<file path="src/rtl/edge_event_arbiter_pkg.sv">
`default_nettype none
// ----------------------------------------------------------------------------
// edge_evt_pkg: edge-mode codes and output-slot state encoding
// Rev 1.0
// ----------------------------------------------------------------------------
package edge_evt_pkg;

  localparam logic [1:0] MODE_OFF  = 2'b00;
  localparam logic [1:0] MODE_RISE = 2'b01;
  localparam logic [1:0] MODE_FALL = 2'b10;
  localparam logic [1:0] MODE_BOTH = 2'b11;

  typedef enum logic [0:0] {
    S_EMPTY = 1'b0,
    S_FULL  = 1'b1
  } slot_state_t;

endpackage
`default_nettype wire

</file>
<file path="src/rtl/edge_event_arbiter_if.sv">
`default_nettype none
// ----------------------------------------------------------------------------
// edge_event_arbiter_if: valid/ready event port (channel index + edge type)
// Rev 1.0
// ----------------------------------------------------------------------------
interface edge_event_arbiter_if #(
  parameter int NUM_CH = 4
) ();
  localparam int CH_W = (NUM_CH > 1) ? $clog2(NUM_CH) : 1;

  logic            ev_valid;
  logic            ev_ready;
  logic [CH_W-1:0] ev_ch;
  logic            ev_rise;

  modport master (output ev_valid, output ev_ch, output ev_rise, input ev_ready);
  modport slave  (input ev_valid, input ev_ch, input ev_rise, output ev_ready);
endinterface
`default_nettype wire

</file>
<file path="src/rtl/edge_event_arbiter_cell.sv">
`default_nettype none
// ----------------------------------------------------------------------------
// edge_detect_cell: one channel's edge detector, pending event and overflow
// Rev 1.0
// ----------------------------------------------------------------------------
module edge_detect_cell
  import edge_evt_pkg::*;
(
  input  logic       clk,
  input  logic       rst,
  input  logic       sig_in,
  input  logic [1:0] mode,
  input  logic       grant,
  input  logic       ovf_clr,
  output logic       pending,
  output logic       pend_rise,
  output logic       overflow
);

  logic sig_d_q, sig_d_d;
  logic primed_q, primed_d;
  logic pend_q, pend_d;
  logic type_q, type_d;
  logic ovf_q, ovf_d;
  logic rise_en, fall_en, rise_hit, fall_hit, edge_hit;

  always_comb begin
    rise_en = 1'b0;
    fall_en = 1'b0;
    case (mode)
      MODE_OFF:  ;
      MODE_RISE: rise_en = 1'b1;
      MODE_FALL: fall_en = 1'b1;
      MODE_BOTH: begin
        rise_en = 1'b1;
        fall_en = 1'b1;
      end
      default: ;
    endcase

    // primed_q stays low for the first cycle after reset so the initial
    // sample of sig_in is never mistaken for an edge
    rise_hit = primed_q && rise_en && sig_in && !sig_d_q;
    fall_hit = primed_q && fall_en && !sig_in && sig_d_q;
    edge_hit = rise_hit || fall_hit;

    sig_d_d  = sig_in;
    primed_d = 1'b1;
    pend_d   = pend_q;
    type_d   = type_q;
    ovf_d    = ovf_q && !ovf_clr;

    if (grant) begin
      // slot is freed this cycle, so a coincident edge re-arms cleanly
      pend_d = edge_hit;
      if (edge_hit) type_d = rise_hit;
    end else if (edge_hit) begin
      if (pend_q) begin
        ovf_d = 1'b1;
      end else begin
        pend_d = 1'b1;
        type_d = rise_hit;
      end
    end
  end

  always_ff @(posedge clk) begin
    if (rst) begin
      sig_d_q  <= 1'b0;
      primed_q <= 1'b0;
      pend_q   <= 1'b0;
      type_q   <= 1'b0;
      ovf_q    <= 1'b0;
    end else begin
      sig_d_q  <= sig_d_d;
      primed_q <= primed_d;
      pend_q   <= pend_d;
      type_q   <= type_d;
      ovf_q    <= ovf_d;
    end
  end

  assign pending   = pend_q;
  assign pend_rise = type_q;
  assign overflow  = ovf_q;

endmodule
`default_nettype wire

</file>
<file path="src/rtl/edge_event_arbiter.sv">
`default_nettype none
// ----------------------------------------------------------------------------
// edge_event_arbiter: per-channel edge events, round-robin onto one event port
// Rev 1.0
// ----------------------------------------------------------------------------
module edge_event_arbiter
  import edge_evt_pkg::*;
#(
  parameter int NUM_CH = 4
) (
  input  logic                  clk,
  input  logic                  rst,
  input  logic [NUM_CH-1:0]     sig_in,
  input  logic [2*NUM_CH-1:0]   cfg_mode,
  input  logic                  ovf_clr,
  output logic [NUM_CH-1:0]     overflow,
  edge_event_arbiter_if.master  ev
);

  localparam int CH_W = (NUM_CH > 1) ? $clog2(NUM_CH) : 1;
  localparam int EW   = CH_W + 1;

  logic [NUM_CH-1:0] pending, pend_rise, grant;
  slot_state_t       state_q, state_d;
  logic [CH_W-1:0]   rr_ptr_q, rr_ptr_d;
  logic [CH_W-1:0]   ev_ch_q, ev_ch_d;
  logic              ev_rise_q, ev_rise_d;
  logic [CH_W-1:0]   winner;
  logic [EW-1:0]     idx_ext;
  logic              found, any_pend, accept, load;

  for (genvar i = 0; i < NUM_CH; i++) begin : g_ch
    edge_detect_cell u_cell (
      .clk       (clk),
      .rst       (rst),
      .sig_in    (sig_in[i]),
      .mode      (cfg_mode[2*i+1:2*i]),
      .grant     (grant[i]),
      .ovf_clr   (ovf_clr),
      .pending   (pending[i]),
      .pend_rise (pend_rise[i]),
      .overflow  (overflow[i])
    );
  end

  // Round-robin search: first pending channel at or after rr_ptr, modulo NUM_CH
  always_comb begin
    found   = 1'b0;
    winner  = '0;
    idx_ext = '0;
    for (int i = 0; i < NUM_CH; i++) begin
      idx_ext = {1'b0, rr_ptr_q} + EW'(i);
      if (idx_ext >= EW'(NUM_CH)) idx_ext = idx_ext - EW'(NUM_CH);
      if (!found && pending[idx_ext[CH_W-1:0]]) begin
        found  = 1'b1;
        winner = idx_ext[CH_W-1:0];
      end
    end
  end

  assign any_pend = |pending;

  always_comb begin
    state_d   = state_q;
    rr_ptr_d  = rr_ptr_q;
    ev_ch_d   = ev_ch_q;
    ev_rise_d = ev_rise_q;
    grant     = '0;
    accept    = (state_q == S_FULL) && ev.ev_ready;
    load      = 1'b0;

    case (state_q)
      S_EMPTY: begin
        if (any_pend) begin
          load    = 1'b1;
          state_d = S_FULL;
        end
      end
      S_FULL: begin
        if (accept) begin
          load    = any_pend;
          state_d = any_pend ? S_FULL : S_EMPTY;
        end
      end
      default: state_d = S_EMPTY;
    endcase

    if (load) begin
      grant[winner] = 1'b1;
      ev_ch_d       = winner;
      ev_rise_d     = pend_rise[winner];
      rr_ptr_d      = (winner == CH_W'(NUM_CH - 1)) ? '0 : winner + CH_W'(1);
    end
  end

  always_ff @(posedge clk) begin
    if (rst) begin
      state_q   <= S_EMPTY;
      rr_ptr_q  <= '0;
      ev_ch_q   <= '0;
      ev_rise_q <= 1'b0;
    end else begin
      state_q   <= state_d;
      rr_ptr_q  <= rr_ptr_d;
      ev_ch_q   <= ev_ch_d;
      ev_rise_q <= ev_rise_d;
    end
  end

  assign ev.ev_valid = (state_q == S_FULL);
  assign ev.ev_ch    = ev_ch_q;
  assign ev.ev_rise  = ev_rise_q;

endmodule
`default_nettype wire

</file>
<file path="src/flat_wrapper.sv">
// flat-port wrapper written by rule: the top's interface ports become plain ports
module edge_event_arbiter_flat import edge_evt_pkg::*;
#(
  parameter int NUM_CH = 4
)
  (clk, rst, sig_in, cfg_mode, ovf_clr, overflow, ev_ev_valid, ev_ev_ch, ev_ev_rise, ev_ev_ready);
  edge_event_arbiter_if #(.NUM_CH(NUM_CH)) ev_i ();
  input  logic clk;
  input  logic rst;
  input  logic [NUM_CH-1:0] sig_in;
  input  logic [2*NUM_CH-1:0] cfg_mode;
  input  logic ovf_clr;
  output logic [NUM_CH-1:0] overflow;
  output wire logic [$bits(ev_i.ev_valid)-1:0] ev_ev_valid;
  output wire logic [$bits(ev_i.ev_ch)-1:0] ev_ev_ch;
  output wire logic [$bits(ev_i.ev_rise)-1:0] ev_ev_rise;
  input wire logic [$bits(ev_i.ev_ready)-1:0] ev_ev_ready;
  assign ev_ev_valid = ev_i.ev_valid;
  assign ev_ev_ch = ev_i.ev_ch;
  assign ev_ev_rise = ev_i.ev_rise;
  assign ev_i.ev_ready = ev_ev_ready;
  edge_event_arbiter #(.NUM_CH(NUM_CH)) u_core (.clk(clk), .rst(rst), .sig_in(sig_in), .cfg_mode(cfg_mode), .ovf_clr(ovf_clr), .overflow(overflow), .ev(ev_i));
endmodule
</file>
<file path="config.mk">
export PLATFORM = sky130hd
export DESIGN_NAME = edge_event_arbiter_flat
export DESIGN_NICKNAME = d
export VERILOG_FILES = /design/src/rtl/edge_event_arbiter_pkg.sv /design/src/rtl/edge_event_arbiter_if.sv /design/src/rtl/edge_event_arbiter_cell.sv /design/src/rtl/edge_event_arbiter.sv /design/src/flat_wrapper.sv
export SDC_FILE = /design/constraint.sdc
export NUM_CORES = 1
export LEC_CHECK = 0
export CORE_MARGIN = 8
export CORE_UTILIZATION = 41
export DETAILED_ROUTE_END_ITERATION = 16
export GPL_TIMING_DRIVEN = 0
export HOLD_SLACK_MARGIN = 0.03
export PLACE_DENSITY = 0.64
export SKIP_CTS_REPAIR_TIMING = 1
export SLEW_MARGIN = 40
export SYNTH_ARGS = -nofsm -noshare
export SYNTH_HDL_FRONTEND = slang
export SYNTH_SLANG_ARGS = --single-unit
</file>
<file path="constraint.sdc">
create_clock -name clk -period 2.2 [get_ports clk]
set_input_delay 0.55 -clock clk [delete_from_list [all_inputs] [get_ports clk]]
set_output_delay 0.55 -clock clk [all_outputs]
set_load 0.05 [all_outputs]
</file>
---- After elaboration in Yosys (flattened, before gate mapping) ----
Index checks and enable logic that the tools add are counted.
storage, ports and cells
  logic and storage cells ................. 198
  register bits after elaboration ......... 23
  input bits .............................. 16
operators by class
  reduce and logical (&&, ||, !) cells .... 66
  $lt $le $gt $ge ......................... 10
  mux-type cells .......................... 75
  equality and inequality tests ........... 17
  add/sub/neg operators ................... 8
  bitwise operators ....................... 1
operators with widths
  operator                                                           count
  two-way mux 1 bit                                                  57
  logical AND 1 bit                                                  33
  equality test 2 bit, second input constant                         9
  two-way mux 2 bit                                                  9
  OR reduction 2 bit                                                 8
  less-than comparator 2 x 3 -> 1 bit, second input constant         5
  logical NOT 1 bit                                                  12
  binary-select mux 1 bit (select 2 bit)                             5
  greater-or-equal comparator 3 bit, second input constant           3
  equality test 2 x 1 -> 1 bit, second input constant                4
  != test 2 x 1 -> 1 bit, second input constant                      4
  AND reduction 2 bit                                                4
  nonzero test 2 bit                                                 4
  subtractor 2 x 1 -> 2 bit, second input constant                   4
  adder 2 x 2 -> 3 bit, second input constant                        2
  logical OR 1 bit                                                   4
  two-way mux 4 bit                                                  1
  one-hot mux 1 bit (2 select lines)                                 2
  OR reduction 4 bit                                                 1
  adder 2 x 1 -> 3 bit, second input constant                        1
  greater-or-equal comparator 2 x 3 -> 1 bit, second input constant  1
  adder 2 x 1 -> 2 bit, second input constant                        1
  demux 1 bit (select 2 bit)                                         1
  greater-or-equal comparator 2 x 1 -> 1 bit, second input constant  1
  NOT 1 bit                                                          1

---- Depth between registers and ports, before layout ----
Gate-level depths: netlist of run 1.
  word-level depth ........................ 21
  mapped depth ............................ 11

---- Modules after synthesis ----
Synthesis of run 1 repeated with hierarchy kept, for this count alone.
second synthesis, totals
  cells, all modules ...................... 114
  area total of the unflattened synthesis .. 1142.3 sq um
modules (own cells, without submodules)
  module              times used  area an instance (sq um)  sequential area each (sq um)  cells an instance
  edge_detect_cell    4           178.9                     100.1                         17
  edge_event_arbiter  1           426.7                     120.1                         46

---- Worst setup path after synthesis of run 1 ----
OpenSTA, ideal clock, no wires.
  path kind ............................... reg2reg
  start point ............................. register u_core.g_ch[0].u_cell.pend_q
  end point ............................... register u_core.g_ch[3].u_cell.ovf_q
  arrival time ............................ 1.752 ns
  buffers on the path ..................... 1
  setup time .............................. 0.128 ns
  setup slack ............................. 0.320 ns
  stages on the path, launching flop included .. 12
  period minus slack after synthesis ...... 1.880 ns
  data required time ...................... 2.072 ns
  cells stage by stage .................... dfxtp_1 > nor3b_2 > a31o_1 > or2_0 > buf_2 > inv_2 > ha_1 > inv_1 > o21ai_0 > a21oi_1 > a21oi_1 > nor2_1
on the way
  cells in the longest elaborated chain, start to end .. 18
RTL lines
  element                                                                                                                  line                           source
  start, declared                                                                                                          edge_event_arbiter_cell.sv:22  logic pend_q, pend_d;
  start signal, assigned                                                                                                   edge_event_arbiter_cell.sv:77  pend_q <= pend_d;
  binary-select mux 1 bit (select 2 bit)                                                                                   edge_event_arbiter.sv:54       if (!found && pending[idx_ext[CH_W-1:0]]) begin
  two-way mux 1 bit (implied by the code)                                                                                  edge_event_arbiter.sv:54
  two-way mux 1 bit                                                                                                        edge_event_arbiter.sv:54
  logical NOT 1 bit                                                                                                        edge_event_arbiter.sv:54
  logical AND 1 bit                                                                                                        edge_event_arbiter.sv:54
  two-way mux 1 bit                                                                                                        edge_event_arbiter.sv:54
  logical NOT 1 bit                                                                                                        edge_event_arbiter.sv:54
  logical AND 1 bit                                                                                                        edge_event_arbiter.sv:54
  [2 not listed]                                                                                                           n/a
  logical AND 1 bit                                                                                                        edge_event_arbiter.sv:54
  two-way mux 2 bit                                                                                                        edge_event_arbiter.sv:54
  less-than comparator 2 x 3 -> 1 bit (implied by the code) or greater-or-equal comparator 2 x 1 -> 1 bit (tied branches)  edge_event_arbiter.sv:89       grant[winner] = 1'b1;
  logical AND 1 bit (implied by the code)                                                                                  edge_event_arbiter.sv:89
  two-way mux 1 bit (implied by the code)                                                                                  edge_event_arbiter.sv:89
  demux 1 bit (select 2 bit)                                                                                               n/a
  two-way mux 4 bit (*)                                                                                                    edge_event_arbiter.sv:88       if (load) begin
  two-way mux 1 bit (*)                                                                                                    edge_event_arbiter_cell.sv:53  if (grant) begin
  end signal, assigned                                                                                                     edge_event_arbiter_cell.sv:79  ovf_q <= ovf_d;
  end, declared                                                                                                            edge_event_arbiter_cell.sv:24  logic ovf_q, ovf_d;
Every way passes the cells marked *; elsewhere a longest branch is shown, timed or not. The select of a mux whose other input is x is not followed.
A chain may end at the register's enable or synchronous reset.

---- Final worst setup path of run 1 ----
  start point ............................. register u_core.g_ch[3].u_cell.ovf_q
  end point ............................... output port overflow[3]
RTL lines
  element        line                source
  end, declared  flat_wrapper.sv:13  output logic [NUM_CH-1:0] overflow;
No word-level cell between the ends.

==> impl_metrics.py, run 1 <==
metrics = {
    "status": {
        "status": "completed",
    },
    "clock_tree": {
        "cts-buffers-inserted": 3,
        "clk_latency_ns": 0.32,
        "cts_tree": "done",
        "htreeDepth": 1,
        "clock_path_buffers": 2,
        "cts_sinks": 23,
        "path_clk_slew_ns": 0.13,
        "clock-root-buffer": "clkbuf_4",
    },
    "job": {
        "cap_viol_max_count": 0,
    },
    "power": {
        "vdd_drop_max_uv": 467,
        "p_sw_mw": 0.258,
        "comb_power_share_pct": 21.8,
        "p_seq_share_pct": 54.3,
        "power.density_nw_per_um2": 617,
        "p_leak_nw": 0.479,
        "pwr-share-clk_pct": 23.9,
        "intPower_mw": 0.592,
        "swShare_pct": 30.4,
    },
    "yosys": {
        "ys_warn_count": 0,
        "seq_area_frac_synth_pct": 42.7,
        "synth.avg_cell_area_um2": 8.69,
        "netlist_instances": 124,
        "syn_nets": 141,
        "ys_ff_latch": 23,
        "synthesis.area_um2": 1080,
        "yosysUniqueCellTypes": 35,
    },
    "sta": {
        "rsz0062_at_grt": "false",
        "final-max-slew-violation-count": 0,
        "fin_hold_ws_ns": 0.464,
        "finalCritPeriodShare_pct": 96.5,
        "setup_viol": 0,
        "fmax_mhz": 471,
        "post-route-min-period_ns": 2.12,
        "worst_pin_slew_ns": 0.510,
        "hold_viol_final": 0,
        "slew_headroom_pct": 65.9,
        "skew_ns": 0.00611,
    },
    "global_routing": {
        "grt_max_degree": 15,
        "grt_usage_pct": 11.8,
        "grt-ovfl-total": 0,
        "grt_pass1_wl_mm": 4.18,
        "antenna_found_initial": 0,
        "grt_pass1_vias": 971,
    },
    "placed_design": {
        "portBuffers": 23,
        "hpwlAfterDp_mm": 1.93,
        "place.detailed.instances": 177,
        "gp_congestion": 0.815,
    },
    "layout": {
        "utilization_pct": 55.7,
        "fin_cells": 181,
        "areaGrowthSynthToFinish_pct": 28.0,
        "drive_gt1_share_pct": 9.27,
        "fin_nets": 169,
        "antenna_cells": 0,
    },
    "drt": {
        "via_per_inst": 5.42,
        "wl_per_cell_um": 13.7,
        "dr.pass1.iters": 4,
        "drc": 0,
        "dr.first_iter.drc_count": 32,
        "routed_wl_mm": 2.48,
        "antenna_left": 0,
        "vias": 981,
    },
    "floorplanning": {
        "core_um2": 2480,
        "die-height_um": 67.3,
        "start_util_pct": 43.5,
        "die_area_um2": 4520,
        "num_io_pins": 24,
        "die_w_um": 67.3,
        "num_rows": 18,
    },
    "setup_path": {
        "path_cells": "buf_4 > clkdlybuf4s50_1",
        "end_kind": "primary output",
        "critPathKind": "register to primary output",
        "arrival_ns": 1.57,
        "worst_ep_required_time_ns": 1.65,
        "cpPeakStageDelay_ns": 0.80,
        "cp-start-kind": "register",
        "slowest_stage": "clkdlybuf4s50_1",
        "critical_path.max_fanout": 2,
    },
    "hold_path": {
        "min_path_type": "register to register",
    },
}
[Yosys cell counts]
| cell | count | area share, % |
|---|---|---|
| a21oi_1 | 11 | 5.1 |
| a221oi_1 | 1 | 0.81 |
| a22o_1 | 1 | 0.81 |
| a31o_1 | 1 | 0.81 |
| a31o_2 | 1 | 0.81 |
| a31oi_1 | 2 | 1.2 |
| a32o_1 | 2 | 1.9 |
| and2_1 | 3 | 1.7 |
| buf_2 | 2 | 0.93 |
| buf_4 | 4 | 2.8 |
| clkbuf_1 | 4 | 1.4 |
| clkinv_1 | 1 | 0.35 |
| dfxtp_1 | 23 | 43 |
| ha_1 | 1 | 1.2 |
| inv_1 | 5 | 1.7 |
| inv_2 | 1 | 0.35 |
| mux2i_1 | 2 | 1.9 |
| nand2_1 | 11 | 3.8 |
| nand2b_1 | 4 | 2.3 |
| nand3_1 | 3 | 1.4 |
| nand3b_1 | 1 | 0.70 |
| nand4b_1 | 8 | 6.5 |
| nor2_1 | 7 | 2.4 |
| nor2b_1 | 6 | 3.5 |
| nor3b_2 | 1 | 1.2 |
| nor4_1 | 1 | 0.58 |
| o21a_1 | 2 | 1.4 |
| o21ai_0 | 3 | 1.4 |
| o221ai_1 | 2 | 1.6 |
| o22ai_1 | 1 | 0.58 |
| o31ai_1 | 4 | 2.8 |
| o32ai_1 | 1 | 0.81 |
| or2_0 | 1 | 0.58 |
| or3_1 | 1 | 0.58 |
| or4_1 | 2 | 1.4 |
[area by class of cell]
class	instances	area, µm²
Clock inverter	1	7.51
Inverter	7	26.3
Tap cell	30	37.5
Multi-Input combinational cell	84	536
Sequential cell	23	462
Timing Repair Buffer	23	230
Buffer	10	57.6
Clock buffer	3	22.5
Fill cell	262	1100
[through the flow]
stage	instance area, µm²	TNS [ns]	worst slack, ns	power [mW]
finish	1380	0	0.0765	0.850
global placement	1350	-0.121	-0.121	0.649
floorplan	1080	0	0.320	0.583
CTS	1380	-0.0193	-0.0193	0.857
detailed placement	1350	-0.127	-0.127	0.652
global route	1380	0	0.0128	0.897
[power by group through the flow]
stage	Clock, mW	Combinational [mW]	Sequential (mW)
floorplan	0	0.0992	0.484
global placement	0	0.179	0.470
detailed placement	0	0.181	0.471
CTS	0.213	0.182	0.461
global route	0.231	0.201	0.466
finish	0.203	0.185	0.462
[critical path, delay by kind of cell (launching register included)]
family | cells | cell delay [ns]
buf+inv | 2 | 0.90
flops | 1 | 0.35
[worst paths after layout]
path	from	to	slack [ns]	cells past startpoint
max	u_core.g_ch[3].u_cell.overflow$_SDFF_PP0_	overflow[3]	0.08	2
min	u_core.ev.ev_ch[1]$_SDFFE_PP0P_	u_core.ev.ev_ch[1]$_SDFFE_PP0P_	0.46	2
max reg2reg	u_core.g_ch[0].u_cell.pending$_SDFFE_PP0P_	u_core.g_ch[3].u_cell.overflow$_SDFF_PP0_	0.14	11
min reg2reg	u_core.ev.ev_ch[1]$_SDFFE_PP0P_	u_core.ev.ev_ch[1]$_SDFFE_PP0P_	0.46	2
[routing by layer]
layer | track usage [%] | wire length (µm)
met1 | 14.5 | 1220
met2 | 18.2 | 1140
met3 | 4.64 | 97
met4 | 4.44 | 26
met5 | 0 | 0
[logic make-up (layout without fill, tap and decap cells)]
logic type | Yosys count | in the layout | share of synthesized area [%]
adder cells (fa/ha/maj) | 1 | 1 | 1.16
AO/OA/AOI/OAI | 32 | 32 | 20.0
flip-flops | 23 | 23 | 42.7
buffers and inverters | 17 | 44 | 7.55
multiplexers | 2 | 2 | 1.86
AND/OR/NAND/NOR | 49 | 49 | 26.7
[placed cells by master (no fill, tap or decap), types with 2 or more instances in the layout]
master / n
o21a_1: 2
nand2_1: 11
clkbuf_1: 4
nor2b_1: 6
buf_4: 5
o31ai_1: 4
a32o_1: 2
clkbuf_4: 3
o221ai_1: 2
mux2i_1: 2
inv_1: 5
o21ai_0: 2
nand3_1: 3
a21oi_1: 11
nand4b_1: 8
dfxtp_1: 22
a31oi_1: 2
and2_1: 3
clkdlybuf4s50_1: 23
nand2b_1: 4
nor2_1: 7
or4_1: 2
[sequential cells by signal (all words and copies together), names as in the netlist, 2 cells and up]
signal,flops
u_core.ev.ev_ch,2
u_core.g_ch.u_cell.sig_d_q,4
u_core.rr_ptr_q,2
u_core.g_ch.u_cell.pending,4
u_core.g_ch.u_cell.pend_rise,4
u_core.g_ch.u_cell.overflow,4
No activity file was read; power rests on OpenSTA's default activity.
==> inputs of run 2 (changes only) <==
- CTS_BUF_LIST: unset -> sky130_fd_sc_hd__clkbuf_2
- CTS_CLUSTER_DIAMETER: unset -> 150
==> run 2 against run 1 <==
  * Clock power is 10% lower
  * Flip-flop and latch count unchanged
  * Utilization increased by 0.15 points
  * Clock-buffer cell count is the same
  * Critical path type unchanged
  * Critical endpoint is now ev_ev_valid
  * Largest cell class unchanged
  * Highest routed layer unchanged
==> impl_metrics.py, run 2 (synthesized netlist as in run 1, its figures left out) <==
metrics = {
    "sta": {
        "setup_viol": 0,
        "finalCritPeriodShare_pct": 96.0,
        "slew_headroom_pct": 65.1,
        "post-route-min-period_ns": 2.11,
        "finalSetupTns_ns": 0,
        "skew_ns": 0.0138,
        "fmax_mhz": 473,
        "final-max-slew-violation-count": 0,
        "worst_pin_slew_ns": 0.523,
        "setup_slack_ns": 0.0876,
        "hold_viol_final": 0,
        "rsz0062_at_grt": "false",
    },
    "global_routing": {
        "antenna_found_initial": 0,
        "grt_usage_pct": 11.8,
        "grt-ovfl-total": 0,
        "grt_pass1_wl_mm": 4.18,
        "grt_pass1_vias": 971,
        "grt_max_degree": 15,
    },
    "drt": {
        "dr.first_iter.drc_count": 35,
        "wl_per_cell_um": 13.9,
        "dr.pass1.iters": 4,
        "via_per_inst": 5.57,
        "drc": 0,
        "vias": 1008,
        "routed_wl_mm": 2.51,
        "antenna_left": 0,
    },
    "clock_tree": {
        "path_clk_slew_ns": 0.24,
        "clk_latency_ns": 0.36,
        "clock-root-buffer": "clkbuf_2",
        "cts-buffers-inserted": 3,
        "cts_tree": "done",
        "cts_sinks": 23,
        "htreeDepth": 1,
        "clock_path_buffers": 2,
    },
    "floorplanning": {
        "die_w_um": 67.3,
        "die_area_um2": 4520,
        "core_um2": 2480,
        "num_io_pins": 24,
        "die-height_um": 67.3,
        "num_rows": 18,
        "start_util_pct": 43.5,
    },
    "setup_path": {
        "cpPeakStageDelay_ns": 0.82,
        "cp-start-kind": "register",
        "path_buf_inv": 1,
        "worst_ep_required_time_ns": 1.65,
        "cp_top_family": "buffers and inverters",
        "critical_path.max_fanout": 3,
        "reg2reg_depth": 11,
        "path_cells": "clkdlybuf4s50_1",
        "critPathKind": "register to primary output",
        "rr_endpoint": "u_core.g_ch[3].u_cell.overflow$_SDFF_PP0_",
        "worstReg2RegStart": "u_core.g_ch[0].u_cell.pending$_SDFFE_PP0P_",
        "r2r_slack_ns": 0.13,
        "arrival_ns": 1.56,
        "end_kind": "primary output",
        "slowest_stage": "clkdlybuf4s50_1",
    },
    "placed_design": {
        "hpwlAfterDp_mm": 1.93,
        "place.detailed.instances": 177,
        "portBuffers": 23,
        "pre_cts_slack_ns": -0.127,
        "gp_congestion": 0.815,
    },
    "power": {
        "power.density_nw_per_um2": 601,
        "power_mw": 0.831,
        "p_leak_nw": 0.553,
        "vdd_drop_max_uv": 440,
    },
    "hold_path": {
        "min_to": "u_core.ev.ev_ch[1]$_SDFFE_PP0P_",
        "hp-start": "u_core.ev.ev_ch[1]$_SDFFE_PP0P_",
        "min_path_type": "register to register",
        "hold_depth": 2,
    },
    "layout": {
        "drive_gt1_share_pct": 9.93,
        "areaGrowthSynthToFinish_pct": 28.3,
        "fin_cells": 181,
        "final_cell_mix": "21 x dfxtp_1, 19 x clkdlybuf4s50_1, 11 x a21oi_1, 11 x nand2_1, 8 x nand4b_1",
        "antenna_cells": 0,
        "layout_commonest_cell": "dfxtp_1",
        "fin_nets": 169,
    },
    "job": {
        "cap_viol_max_count": 0,
    },
    "status": {
        "status": "completed",
    },
}
[run 2: metrics by stage]
step	hold WS, ns	cell area (µm²)	util, %
final	0.472	1380	55.8
after floorplan	0.426	1080	-
after global placement	0.441	1350	54.3
after global routing	0.501	1380	55.8
after detailed placement	0.449	1350	54.3
after CTS	0.479	1370	55.2
[run 2: how the worst max path moves through the flow]
stage | start | endpoint | cells past startpoint
2_1_floorplan | u_core.g_ch[0].u_cell.pending$_SDFFE_PP0P_ | u_core.g_ch[3].u_cell.overflow$_SDFF_PP0_ | 11
5_1_grt | u_core.g_ch[0].u_cell.pending$_SDFFE_PP0P_ | u_core.g_ch[3].u_cell.pend_rise$_SDFFE_PP0P_ | 11
6_report | u_core.ev.ev_valid$_SDFF_PP0_ | ev_ev_valid | 1
3_5_place_dp | ev_ev_ready | u_core.g_ch[2].u_cell.pend_rise$_SDFFE_PP0P_ | 6
4_1_cts | u_core.g_ch[3].u_cell.pending$_SDFFE_PP0P_ | u_core.g_ch[3].u_cell.overflow$_SDFF_PP0_ | 9
3_3_place_gp | ev_ev_ready | u_core.g_ch[2].u_cell.pend_rise$_SDFFE_PP0P_ | 6
[run 2: final cells by class]
| cell class | instances | area [µm²] |
|---|---|---|
| buffer | 10 | 57.6 |
| clock buffer | 3 | 15.0 |
| clock inverter | 1 | 7.51 |
| fill | 260 | 1090 |
| inverter | 7 | 26.3 |
| multi-input combinational | 84 | 536 |
| sequential | 23 | 463 |
| tap | 30 | 37.5 |
| timing repair buffer | 23 | 240 |
[run 2: metal layers]
layer,GRT usage (%),wire length [µm],part of all wire (%)
met4,4.44,31,1.2
met1,14.5,1220,48
met2,18.2,1160,46
met5,0,0,0
met3,4.64,111,4.4
[run 2: power by group]
group	switching (mW)	total [mW]	internal, mW
logic	0.103	0.185	0.0816
registers	0.0210	0.463	0.443
clock network	0.140	0.182	0.0422
total	0.265	0.831	0.566
